File: config.mk
export PLATFORM = sky130hd
export DESIGN_NAME = count_run_ctrl
export DESIGN_NICKNAME = d
export VERILOG_FILES = /design/src/rtl/count_run_ctrl.sv
export SDC_FILE = /design/constraint.sdc
export NUM_CORES = 1
export LEC_CHECK = 0
export CORE_MARGIN = 2
export CORE_UTILIZATION = 40
export CTS_CLUSTER_DIAMETER = 150
export DETAILED_ROUTE_END_ITERATION = 8
export DONT_BUFFER_PORTS = 1
export GPL_ROUTABILITY_DRIVEN = 1
export SYNTH_ARGS = -nofsm -noshare
export SYNTH_HDL_FRONTEND = slang
export SYNTH_SLANG_ARGS = --single-unit
export TNS_END_PERCENT = 10
File: constraint.sdc
create_clock -name CLK -period 4.16 [get_ports CLK]
set_input_delay 0.832 -clock CLK [delete_from_list [all_inputs] [get_ports CLK]]
set_output_delay 0.832 -clock CLK [all_outputs]
set_load 0.005 [all_outputs]
File: src/rtl/count_run_ctrl.sv
// Run/pause/clear controller plus multiplexed display scan scheduler for a
// 3-digit BCD counter datapath. Every output comes straight from a register.
module count_run_ctrl #(
    parameter int TICK_DIV = 10000000,
    parameter int SCAN_DIV = 50000,
    parameter int NUM_DIG  = 3,
    parameter int GUARD    = 16
) (
    input  logic       CLK,
    input  logic       RESET,
    input  logic       BTN_RUN,
    input  logic       BTN_CLR,
    input  logic       MODE_WRAP,
    input  logic       CNT_MAX,
    output logic       CNT_EN,
    output logic       CNT_CLR,
    output logic [2:0] SCAN_IDX,
    output logic [7:0] SEG_SEL,
    output logic       BLANK,
    output logic [1:0] STATE
);
    localparam int PW = (TICK_DIV > 1) ? $clog2(TICK_DIV) : 1;
    localparam int SW = (SCAN_DIV > 1) ? $clog2(SCAN_DIV) : 1;
    localparam logic [PW-1:0] PRESC_LAST = PW'(TICK_DIV - 1);
    localparam logic [SW-1:0] SCAN_LAST  = SW'(SCAN_DIV - 1);
    localparam logic [SW-1:0] GUARD_END  = SW'(GUARD);
    localparam logic [2:0]    IDX_LAST   = 3'(NUM_DIG - 1);

    typedef enum logic [1:0] {
        IDLE  = 2'd0,
        RUN   = 2'd1,
        PAUSE = 2'd2,
        DONE  = 2'd3
    } state_t;

    state_t        state_q;
    logic [PW-1:0] presc_q;
    logic          cnt_en_q;
    logic          cnt_clr_q;
    logic [2:0]    run_sync_q;
    logic [2:0]    clr_sync_q;
    logic          run_press_q;
    logic          clr_press_q;
    logic          tick;

    logic [SW-1:0] scan_cnt_q, scan_cnt_d;
    logic [2:0]    scan_idx_q, scan_idx_d;
    logic          blank_q, blank_d;
    logic [7:0]    seg_sel_q, seg_sel_d;

    // [0],[1] form the 2-FF synchroniser; [2] is the delayed copy for edge detect.
    always_ff @(posedge CLK or posedge RESET) begin
        if (RESET) begin
            run_sync_q  <= '0;
            clr_sync_q  <= '0;
            run_press_q <= 1'b0;
            clr_press_q <= 1'b0;
        end else begin
            run_sync_q  <= {run_sync_q[1:0], BTN_RUN};
            clr_sync_q  <= {clr_sync_q[1:0], BTN_CLR};
            run_press_q <= run_sync_q[1] & ~run_sync_q[2];
            clr_press_q <= clr_sync_q[1] & ~clr_sync_q[2];
        end
    end

    assign tick = (presc_q == PRESC_LAST);

    always_ff @(posedge CLK or posedge RESET) begin
        if (RESET) begin
            state_q   <= IDLE;
            presc_q   <= '0;
            cnt_en_q  <= 1'b0;
            cnt_clr_q <= 1'b0;
        end else begin
            cnt_en_q  <= 1'b0;
            cnt_clr_q <= 1'b0;
            if (clr_press_q) begin
                state_q   <= IDLE;
                presc_q   <= '0;
                cnt_clr_q <= 1'b1;
            end else begin
                case (state_q)
                    IDLE: begin
                        if (run_press_q) begin
                            state_q <= RUN;
                            presc_q <= '0;
                        end
                    end
                    RUN: begin
                        if (tick) begin
                            presc_q <= '0;
                            if (CNT_MAX && !MODE_WRAP) begin
                                state_q <= DONE;
                            end else begin
                                // A pause press on a tick still lets this step through.
                                cnt_en_q <= 1'b1;
                                if (run_press_q) state_q <= PAUSE;
                            end
                        end else if (run_press_q) begin
                            state_q <= PAUSE;
                        end else begin
                            presc_q <= presc_q + PW'(1);
                        end
                    end
                    PAUSE: begin
                        if (run_press_q) state_q <= RUN;
                    end
                    DONE: begin
                    end
                endcase
            end
        end
    end

    // Blank and select are derived from the next scan position so they stay
    // aligned with the counter; the index only moves at a wrap, inside the guard.
    always_comb begin
        scan_cnt_d = (scan_cnt_q == SCAN_LAST) ? '0 : scan_cnt_q + SW'(1);
        scan_idx_d = scan_idx_q;
        if (scan_cnt_q == SCAN_LAST) begin
            scan_idx_d = (scan_idx_q == IDX_LAST) ? 3'd0 : scan_idx_q + 3'd1;
        end
        blank_d   = (scan_cnt_d < GUARD_END);
        seg_sel_d = 8'hFF;
        if (!blank_d) seg_sel_d[scan_idx_d] = 1'b0;
    end

    always_ff @(posedge CLK or posedge RESET) begin
        if (RESET) begin
            scan_cnt_q <= '0;
            scan_idx_q <= 3'd0;
            blank_q    <= 1'b1;
            seg_sel_q  <= 8'hFF;
        end else begin
            scan_cnt_q <= scan_cnt_d;
            scan_idx_q <= scan_idx_d;
            blank_q    <= blank_d;
            seg_sel_q  <= seg_sel_d;
        end
    end

    assign CNT_EN   = cnt_en_q;
    assign CNT_CLR  = cnt_clr_q;
    assign SCAN_IDX = scan_idx_q;
    assign SEG_SEL  = seg_sel_q;
    assign BLANK    = blank_q;
    assign STATE    = state_q;

endmodule

==> results.sh, run 1 <==
export IMPL_wl_per_cell_um=14.7
export IMPL_hp_class="register to register"
export IMPL_io_buffer_count=0
export IMPL_layout_drive_gt1_share=0.107
export IMPL_drt_iter0_drc=144
export IMPL_irDropWorstVdd_mv=0.211
export IMPL_final_hold_violations=0
export IMPL_setup_tns_ns=0
export IMPL_tritoncts_num_sinks=64
export IMPL_synth_edf_count=0
export IMPL_number_of_different_library_cells_in_the_post_synthesis_netlist=49
export IMPL_gr_usage_all_layers=0.161
export IMPL_cts_inserted_buffers=9
export IMPL_max_freq_ghz=0.371
export IMPL_slew_headroom=0.394
export IMPL_synth_mux_area_frac=0.00353
export IMPL_synth_area_per_cell_sq_um=9.74
export IMPL_layout_filler_cells=733
export IMPL_first_global_vias=2286
export IMPL_cts_resized_gates=0
export IMPL_critPathCaptureType="register"
export IMPL_grt_use_met2=0.251
export IMPL_clkTransAtPathRegs_ns=0.07
export IMPL_power_switching_mw=0.286
export IMPL_met1_usage=0.213
export IMPL_antenna_found_initial=0
export IMPL_crit_path_start_kind="register"
export IMPL_timing_final_crit_share=0.649
export IMPL_crit_required_ns=4.43
export IMPL_floorplan_io_pins=22
export IMPL_p_comb_frac=0.049
export IMPL_p_int_mw=0.979
export IMPL_initial_core_util=0.412
export IMPL_die_area_sq_um=8690
export IMPL_route_antenna_remaining_nets=0
export IMPL_synth_sequential_area_ratio=0.506
export IMPL_grtUsageMet3=0.0508
export IMPL_global_route_peak_usage_layer="met2"
export IMPL_total_area_of_multi_input_combinational_cells_sq_um=1480
export IMPL_synth_top_family_by_area="simple AND/OR/NAND/NOR gates"
export IMPL_leakagePower_nw=1.40
export IMPL_routed_via_count=2377
export IMPL_cts_root_buffer="clkbuf_8"
export IMPL_synth_warnings=0
export IMPL_htree_levels=3
export IMPL_power_density_nw_per_um2=366
export IMPL_final_setup_skew_ns=0.0118
export IMPL_cts_buffer_depth=2
export IMPL_detailed_route_vias_per_instance=5.53
export IMPL_netlist_instances=327
export IMPL_num_antenna_cells=0
export IMPL_clock_latency_ns=0.34
export IMPL_timing_critical_path_fanout_max=18
export IMPL_globalplace_congestion=0.819
export IMPL_yosys_area_share_xor_xnor=0.0797
export IMPL_die_w_um=93.2
export IMPL_die_h_um=93.2
export IMPL_simple_gate_area_share_of_the_yosys_netlist=0.264
export IMPL_sequentialPowerShare=0.511
export IMPL_timing_final_setup_violations=0
export IMPL_commonest_cells_after_routing_fill_and_taps_aside="55 x dfrtp_1, 36 x nor2_1, 26 x nand2_1, 23 x o21ai_0, 18 x xnor2_1"
export IMPL_first_pass_grt_wire_length_um=11100
export IMPL_synth_ff_latch_count=64
export IMPL_firstDrtPassIters=4
export IMPL_synth_adder_area_share=0.00786
export IMPL_timing_critical_path_arrival_ns=2.97
export IMPL_post_dp_hpwl_um=4290
export IMPL_postSynth_asyncResetShare=1.00
export IMPL_timing_worst_setup_path_type="register to register"
export IMPL_total_wirelength_um=6330
export IMPL_cts_setup_buffers=0
export IMPL_maxSlewViolCount=0
export IMPL_synth_compound_gate_area_share=0.109
export IMPL_core_region_area_sq_um=7730
export IMPL_drc=0
export IMPL_swShare=0.226
export IMPL_grt_max_degree=47
export IMPL_drv_max_cap_violation_count=0
export IMPL_flow_area_growth_from_synthesis_pct=8.48
export IMPL_cts_hold_buffers=0
export IMPL_status="finished, final reports clean"
export IMPL_finalNetCount=331
export IMPL_worst_max_slew_pin_slew_ns=0.908
export IMPL_grt_setup_unrepaired="false"
export IMPL_tritoncts="done"
export IMPL_synth_cell_area_sq_um=3190
export IMPL_gr_total_overflow=0
export IMPL_register_area_sq_um=1610
export IMPL_clkPwrFrac=0.440
export IMPL_period_needed_ns=2.70
export IMPL_fin_util=0.447
export IMPL_ys_dominant_reg_cell="dfrtp_1"
export IMPL_synth_net_count=335
export IMPL_mostFrequentLayoutCell="dfrtp_1"
export IMPL_fp_row_count=32
worst max-delay path, cell delays in order, from the launching register on:
cell and delay [ns]:
dfrtp_1 0.41, ha_1 0.24, nand4_2 0.19, nor4_4 0.45, a211oi_4 0.17, or2_1 0.45, or4_1 0.57, a21oi_1 0.15
synth_stat cells, drive strengths merged (4+ instances only):
| cell type | count | area (sq um) |
|---|---|---|
| nand4 | 15 | 100 |
| o31ai | 5 | 37.5 |
| xnor2 | 18 | 158 |
| nor2 | 36 | 135 |
| nand2b | 4 | 25.0 |
| nand3 | 17 | 85.1 |
| nor4 | 12 | 90.1 |
| dfstp | 9 | 236 |
| nor3 | 8 | 40.0 |
| inv | 5 | 18.8 |
| dfrtp | 55 | 1380 |
| o21ai | 23 | 115 |
| nand2 | 26 | 97.6 |
| buf | 6 | 36.3 |
| xor2 | 11 | 96.3 |
| nor2b | 8 | 50.1 |
| and3 | 6 | 37.5 |
| clkbuf | 10 | 38.8 |
| a21oi | 10 | 50.1 |
| and2 | 5 | 31.3 |
kinds of logic after synthesis:
kind of cell               count (synthesis)
and+or+nand+nor                          156
DFF                                       64
AOI/OAI and AO/OA                         54
xor gates and xnor gates                  29
buffers and inverters                     21
adders and majority gates                  2
muxes                                      1
routing by layer:
| metal | up-vias | share of wire |
|---|---|---|
| met5 | - | 0 |
| met4 | 0 | 0.0095 |
| li1 | 1159 | - |
| met1 | 1161 | 0.46 |
| met3 | 7 | 0.041 |
| met2 | 50 | 0.49 |
power groups by stage:
stage	logic (mW)	clock network [mW]	registers (mW)
after global routing	0.0720	0.600	0.649
final	0.0618	0.556	0.647
after detailed placement	0.0634	0	0.659
after global placement	0.0608	0	0.658
after floorplan	0.0548	0	0.654
after CTS	0.0635	0.575	0.647
flip-flops by register name, indices dropped and copies added, names as in the netlist, 2 cells and up:
name	flops
SEG_SEL	8
run_sync_q	3
presc_q	24
STATE	2
SCAN_IDX	3
clr_sync_q	3
scan_cnt_q	16
through the flow:
| stage | hold slack (ns) | power [mW] | instance area (sq um) | setup slack (ns) | std cells |
|---|---|---|---|---|---|
| CTS | 0.336 | 1.28 | 3460 | 1.45 | 430 |
| finish | 0.338 | 1.26 | 3460 | 1.46 | 430 |
| global placement | 0.332 | 0.719 | 3250 | 1.54 | 414 |
| detailed placement | 0.336 | 0.722 | 3250 | 1.44 | 414 |
| floorplan | 0.331 | 0.709 | 3190 | 1.74 | 327 |
| global route | 0.342 | 1.32 | 3460 | 1.25 | 430 |
path summary, 6_finish.rpt:
| check | startpoint | to | slack (ns) | depth (start not counted) |
|---|---|---|---|---|
| worst max-delay path | presc_q[0] | presc_q[18] | 1.46 | 7 |
| worst min-delay path | run_sync_q[0] | run_sync_q[1] | 0.34 | 0 |
| worst max register to register | presc_q[0] | presc_q[18] | 1.46 | 7 |
| worst min register to register | run_sync_q[0] | run_sync_q[1] | 0.34 | 0 |
| max in group asynchronous | RESET | presc_q[20] | 2.80 | 2 |
| min in group asynchronous | RESET | presc_q[18] | 0.58 | 1 |
final cells by class:
type                    count  area share
multi-input cells         242       0.428
clock buffers              14      0.0500
repair buffers              1     0.00217
flip-flops and latches     64       0.467
inverters                   5     0.00543
well taps                 102      0.0369
clock inverters             2      0.0109
No activity file was read; power rests on OpenSTA's default activity.
==> run 2: changes to the inputs <==
==> constraint.sdc (replaced) <==
create_clock -name CLK -period 2.2 [get_ports CLK]
set_input_delay 0.44 -clock CLK [delete_from_list [all_inputs] [get_ports CLK]]
set_output_delay 0.44 -clock CLK [all_outputs]
set_load 0.005 [all_outputs]
==> results.sh, run 2 (synthesis results as in run 1) <==
export IMPL_leakagePower_nw=1.65
export IMPL_timing_final_setup_violations=0
export IMPL_tritoncts_num_sinks=64
export IMPL_largest_register="presc_q"
export IMPL_antenna_found_initial=0
export IMPL_irDropWorstVdd_mv=0.329
export IMPL_initial_core_util=0.412
export IMPL_timing_critical_path_arrival_ns=2.41
export IMPL_mostFrequentLayoutCell="dfrtp_1"
export IMPL_globalplace_congestion=0.858
export IMPL_final_hold_violations=0
export IMPL_clock_latency_ns=0.35
export IMPL_crit_path_start_kind="register"
export IMPL_maxSlewViolCount=0
export IMPL_status="finished, final reports clean"
export IMPL_finalInstanceArea_sq_um=3890
export IMPL_detailed_route_vias_per_instance=5.33
export IMPL_largest_register_ffs=24
export IMPL_critical_path_top_delay_family="simple AND/OR/NAND/NOR gates"
export IMPL_route_antenna_remaining_nets=0
export IMPL_worst_max_slew_pin_slew_ns=0.500
export IMPL_drc=0
export IMPL_drv_max_cap_violation_count=0
export IMPL_cts_inserted_buffers=9
export IMPL_floorplan_io_pins=22
export IMPL_fin_util=0.504
export IMPL_die_h_um=93.2
export IMPL_max_freq_ghz=0.469
export IMPL_num_antenna_cells=0
export IMPL_hp_class="input pin to register"
export IMPL_post_dp_hpwl_um=4800
export IMPL_commonest_cells_after_routing_fill_and_taps_aside="50 x dfrtp_1, 39 x buf_4, 36 x nor2_1, 26 x nand2_1, 22 x o21ai_0"
export IMPL_routed_via_count=2503
export IMPL_tritoncts="done"
export IMPL_core_region_area_sq_um=7730
export IMPL_final_setup_skew_ns=0.00817
export IMPL_power_density_nw_per_um2=666
export IMPL_finalNetCount=371
export IMPL_crit_path_top_delay_cell="or4_1"
export IMPL_gr_total_overflow=0
export IMPL_slew_headroom=0.667
export IMPL_crit_path_cell_trace="nand4b_1 -> nor4_4 -> a211oi_4 -> or2_1 -> or4_1 -> a21oi_1"
export IMPL_cts_buffer_depth=2
export IMPL_power_total_mw=2.59
export IMPL_clkTransAtPathRegs_ns=0.07
export IMPL_drt_iter0_drc=110
export IMPL_grt_setup_unrepaired="true"
export IMPL_gr_usage_all_layers=0.171
export IMPL_die_area_sq_um=8690
export IMPL_layout_drive_gt1_share=0.247
export IMPL_timing_worst_setup_path_type="register to register"
export IMPL_io_buffer_count=0
export IMPL_die_w_um=93.2
export IMPL_detailed_place_area_sq_um=3560
export IMPL_critical_path_buf_inv_count=0
export IMPL_slowest_stage_delay_on_critical_path_ns=0.50
export IMPL_first_global_vias=2546
export IMPL_critPathCaptureType="register"
export IMPL_htree_levels=3
export IMPL_firstDrtPassIters=4
export IMPL_grt_max_degree=44
export IMPL_fp_row_count=32
export IMPL_period_needed_ns=2.13
export IMPL_total_wirelength_um=6850
export IMPL_timing_critical_path_fanout_max=6
export IMPL_crit_required_ns=2.47
export IMPL_wl_per_cell_um=14.6
export IMPL_flow_area_growth_from_synthesis_pct=22.3
export IMPL_cts_root_buffer="clkbuf_8"
export IMPL_timing_final_crit_share=0.969
export IMPL_first_pass_grt_wire_length_um=11800
run 2: worst paths after layout:
kind	cells past startpoint	start	slack [ns]	end
max reg2reg	6	presc_q[12]	0.07	presc_q[18]
min	0	BTN_CLR	0.12	clr_sync_q[0]
max in group asynchronous	3	RESET	1.03	presc_q[11]
min in group asynchronous	2	RESET	0.58	SCAN_IDX[1]
min reg2reg	0	run_sync_q[0]	0.34	run_sync_q[1]
max	6	presc_q[12]	0.07	presc_q[18]
run 2: routing by layer:
layer  track usage  vias to the layer above  wire [um]  part of all wire
met3        0.0548                       12        262             0.038
li1              -                     1245          -                 -
met2         0.292                       44       3460              0.51
met5             0                        -          0                 0
met4        0.0404                        0        104             0.015
met1         0.211                     1202       3020              0.44
run 2: repair_timing:
item                                    in CTS  in global routing
endpoints found under the setup margin       9                 33
buffers inserted                             0                  2
hold buffers                                 1                  0
pin swaps                                    0                  7
gates resized for setup                      1                 19
hold endpoints to repair                    12                  0
run 2: worst register-to-register path, stage by stage (launching register included):
cell and delay (ns):
dfrtp_1 0.44, nand4b_1 0.19, nor4_4 0.43, a211oi_4 0.11, or2_1 0.24, or4_1 0.50, a21oi_1 0.16
run 2: stage by stage:
stage / setup WS, ns / hold WS, ns / TNS [ns] / std cells
2_1_floorplan: 0.00276 / 0.331 / 0 / 327
3_3_place_gp: -0.0185 / 0.333 / -0.0185 / 451
3_5_place_dp: -0.0423 / 0.339 / -0.0896 / 451
4_1_cts: 0.0172 / 0.108 / 0 / 468
5_1_grt: -0.0565 / 0.103 / -0.114 / 470
6_report: 0.0683 / 0.125 / 0 / 470
run 2: layout make-up:
type	instances	area [sq um]
clock buffer	14	183
clock inverter	2	60.1
fill	713	3830
inverter	5	18.8
multi-input combinational	242	1560
sequential	64	1620
tap	102	128
timing repair buffer	41	323
run 2: power breakdown:
group | switching, mW | total, mW | internal (mW)
registers | 0.0194 | 1.22 | 1.20
clock network | 0.445 | 1.21 | 0.763
logic | 0.100 | 0.168 | 0.0672
==> run 3: changes to the inputs <==
--- a/config.mk
+++ b/config.mk
@@ -5,12 +5,13 @@
 export SDC_FILE = /design/constraint.sdc
 export NUM_CORES = 1
 export LEC_CHECK = 0
-export CORE_MARGIN = 2
+export CORE_MARGIN = 4
 export CORE_UTILIZATION = 40
 export CTS_CLUSTER_DIAMETER = 150
 export DETAILED_ROUTE_END_ITERATION = 8
 export DONT_BUFFER_PORTS = 1
 export GPL_ROUTABILITY_DRIVEN = 1
+export SLEW_MARGIN = 20
 export SYNTH_ARGS = -nofsm -noshare
 export SYNTH_HDL_FRONTEND = slang
 export SYNTH_SLANG_ARGS = --single-unit
==> results.sh, run 3 (synthesis results as in run 1) <==
export IMPL_timing_worst_setup_path_type="register to register"
export IMPL_cts_inserted_buffers=9
export IMPL_finalNetCount=376
export IMPL_drt_iter0_drc=79
export IMPL_maxSlewViolCount=0
export IMPL_cts_root_buffer="clkbuf_8"
export IMPL_critical_path_top_delay_family="simple AND/OR/NAND/NOR gates"
export IMPL_worst_max_slew_pin_slew_ns=0.416
export IMPL_htree_levels=3
export IMPL_route_antenna_remaining_nets=0
export IMPL_flow_area_growth_from_synthesis_pct=21.8
export IMPL_fp_row_count=32
export IMPL_final_critical_path_setup_slack_ns=-0.0135
export IMPL_final_hold_violations=0
export IMPL_violations_in_the_final_reports="negative setup slack"
export IMPL_irDropWorstVdd_mv=0.336
export IMPL_gr_usage_all_layers=0.148
export IMPL_dp_cells=454
export IMPL_globalplace_congestion=0.847
export IMPL_timing_critical_path_arrival_ns=2.49
export IMPL_firstDrtPassIters=4
export IMPL_floorplan_io_pins=22
export IMPL_timing_final_setup_violations=2
export IMPL_tritoncts_num_sinks=64
export IMPL_crit_path_top_delay_cell="or4_4"
export IMPL_clock_latency_ns=0.34
export IMPL_max_freq_ghz=0.452
export IMPL_wl_per_cell_um=14.4
export IMPL_finalInstanceArea_sq_um=3880
export IMPL_tritoncts="done"
export IMPL_layout_drive_gt1_share=0.249
export IMPL_detailed_place_area_sq_um=3580
export IMPL_mostFrequentLayoutCell="dfrtp_1"
export IMPL_largest_register="presc_q"
export IMPL_commonest_cells_after_routing_fill_and_taps_aside="53 x dfrtp_1, 45 x buf_4, 36 x nor2_1, 26 x nand2_1, 21 x o21ai_0"
export IMPL_timing_critical_path_fanout_max=4
export IMPL_status="finished, violations left"
export IMPL_die_area_sq_um=9460
export IMPL_total_wirelength_um=6840
export IMPL_critPathCaptureType="register"
export IMPL_post_dp_hpwl_um=4590
export IMPL_drc=0
export IMPL_gr_total_overflow=0
export IMPL_slew_headroom=0.720
export IMPL_core_region_area_sq_um=7730
export IMPL_io_buffer_count=0
export IMPL_first_pass_grt_wire_length_um=11400
export IMPL_slowest_stage_delay_on_critical_path_ns=0.49
export IMPL_die_w_um=97.2
export IMPL_critical_path_buf_inv_count=0
export IMPL_cts_buffer_depth=2
export IMPL_final_setup_skew_ns=0.0101
export IMPL_antenna_found_initial=0
export IMPL_num_antenna_cells=0
export IMPL_power_density_nw_per_um2=586
export IMPL_period_needed_ns=2.21
export IMPL_clkTransAtPathRegs_ns=0.07
export IMPL_crit_required_ns=2.48
export IMPL_timing_final_crit_share=1.01
export IMPL_first_global_vias=2433
export IMPL_hp_class="input pin to asynchronous set/reset pin"
export IMPL_routed_via_count=2584
export IMPL_grt_max_degree=65
export IMPL_finalNonFillerCells=475
export IMPL_fin_hold_ws_ns=0.0521
export IMPL_die_h_um=97.2
export IMPL_leakagePower_nw=1.64
export IMPL_grt_setup_unrepaired="true"
export IMPL_initial_core_util=0.412
export IMPL_drv_max_cap_violation_count=0
export IMPL_largest_register_ffs=24
export IMPL_layout_filler_cells=694
export IMPL_detailed_route_vias_per_instance=5.44
export IMPL_crit_path_start_kind="register"
export IMPL_crit_path_cell_trace="ha_4 -> nand4_4 -> nor4_4 -> a211oi_4 -> or2_1 -> or4_4 -> a21oi_2"
[run 3: cell count changes in the layout (fill, tap and decap cells not counted), moves of 2 or more]
cell,delta
dfrtp_1,+3
nor4_2,-2
clkinv_2,+2
nor4_4,+2
dfrtp_2,-3
buf_4,+6
bufinv_16,-2
clkbuf_1,+2
clkbuf_8,-3
[run 3: what timing repair did]
action / 4_1_cts / 5_1_grt
resized for setup: 3 / 17
pin swaps: 0 / 8
setup endpoints to repair: 8 / 13
cloned: 0 / 0
buffers inserted: 0 / 5
hold buffers: 0 / 0
[run 3: final timing paths]
kind,start,end,slack (ns),cells after the start
worst max-delay path,presc_q[0],presc_q[18],-0.01,7
worst min register to register,run_sync_q[0],run_sync_q[1],0.34,0
max in group asynchronous,RESET,SEG_SEL[2],1.85,2
worst max register to register,presc_q[0],presc_q[18],-0.01,7
min in group CLK,BTN_CLR,clr_sync_q[0],0.13,0
worst min-delay path,RESET,clr_sync_q[2],0.05,2
[run 3: layout make-up]
cell class / instances / area, sq um / share of cell area
Sequential cell: 64 / 1620 / 0.416
Multi-Input combinational cell: 242 / 1590 / 0.411
Timing Repair Buffer: 46 / 358 / 0.0923
Clock buffer: 13 / 149 / 0.0384
Tap cell: 102 / 128 / 0.0329
Inverter: 5 / 18.8 / 0.00484
Clock inverter: 3 / 17.5 / 0.00452
[run 3: metal layers]
metal | vias up | track usage | part of all wire
met5 | - | 0 | 0
met1 | 1261 | 0.185 | 0.44
met2 | 58 | 0.239 | 0.50
met4 | 0 | 0.0554 | 0.015
met3 | 9 | 0.0474 | 0.048
li1 | 1256 | - | -
[run 3: through the flow]
stage,setup TNS [ns],util,total power [mW],setup slack (ns)
floorplan,0,-,1.35,0.00276
global placement,-0.0512,0.463,1.41,-0.0344
detailed placement,-0.169,0.463,1.41,-0.0674
CTS,0,0.486,2.31,0.0179
global route,-1.35,0.502,2.39,-0.154
finish,-0.0215,0.502,2.27,-0.0135
[run 3: power breakdown]
group | leakage, nW | internal (mW) | switching (mW)
clock network | 0.0834 | 0.437 | 0.441
logic | 0.727 | 0.0681 | 0.110
registers | 0.826 | 1.20 | 0.0174
total | 1.64 | 1.70 | 0.569
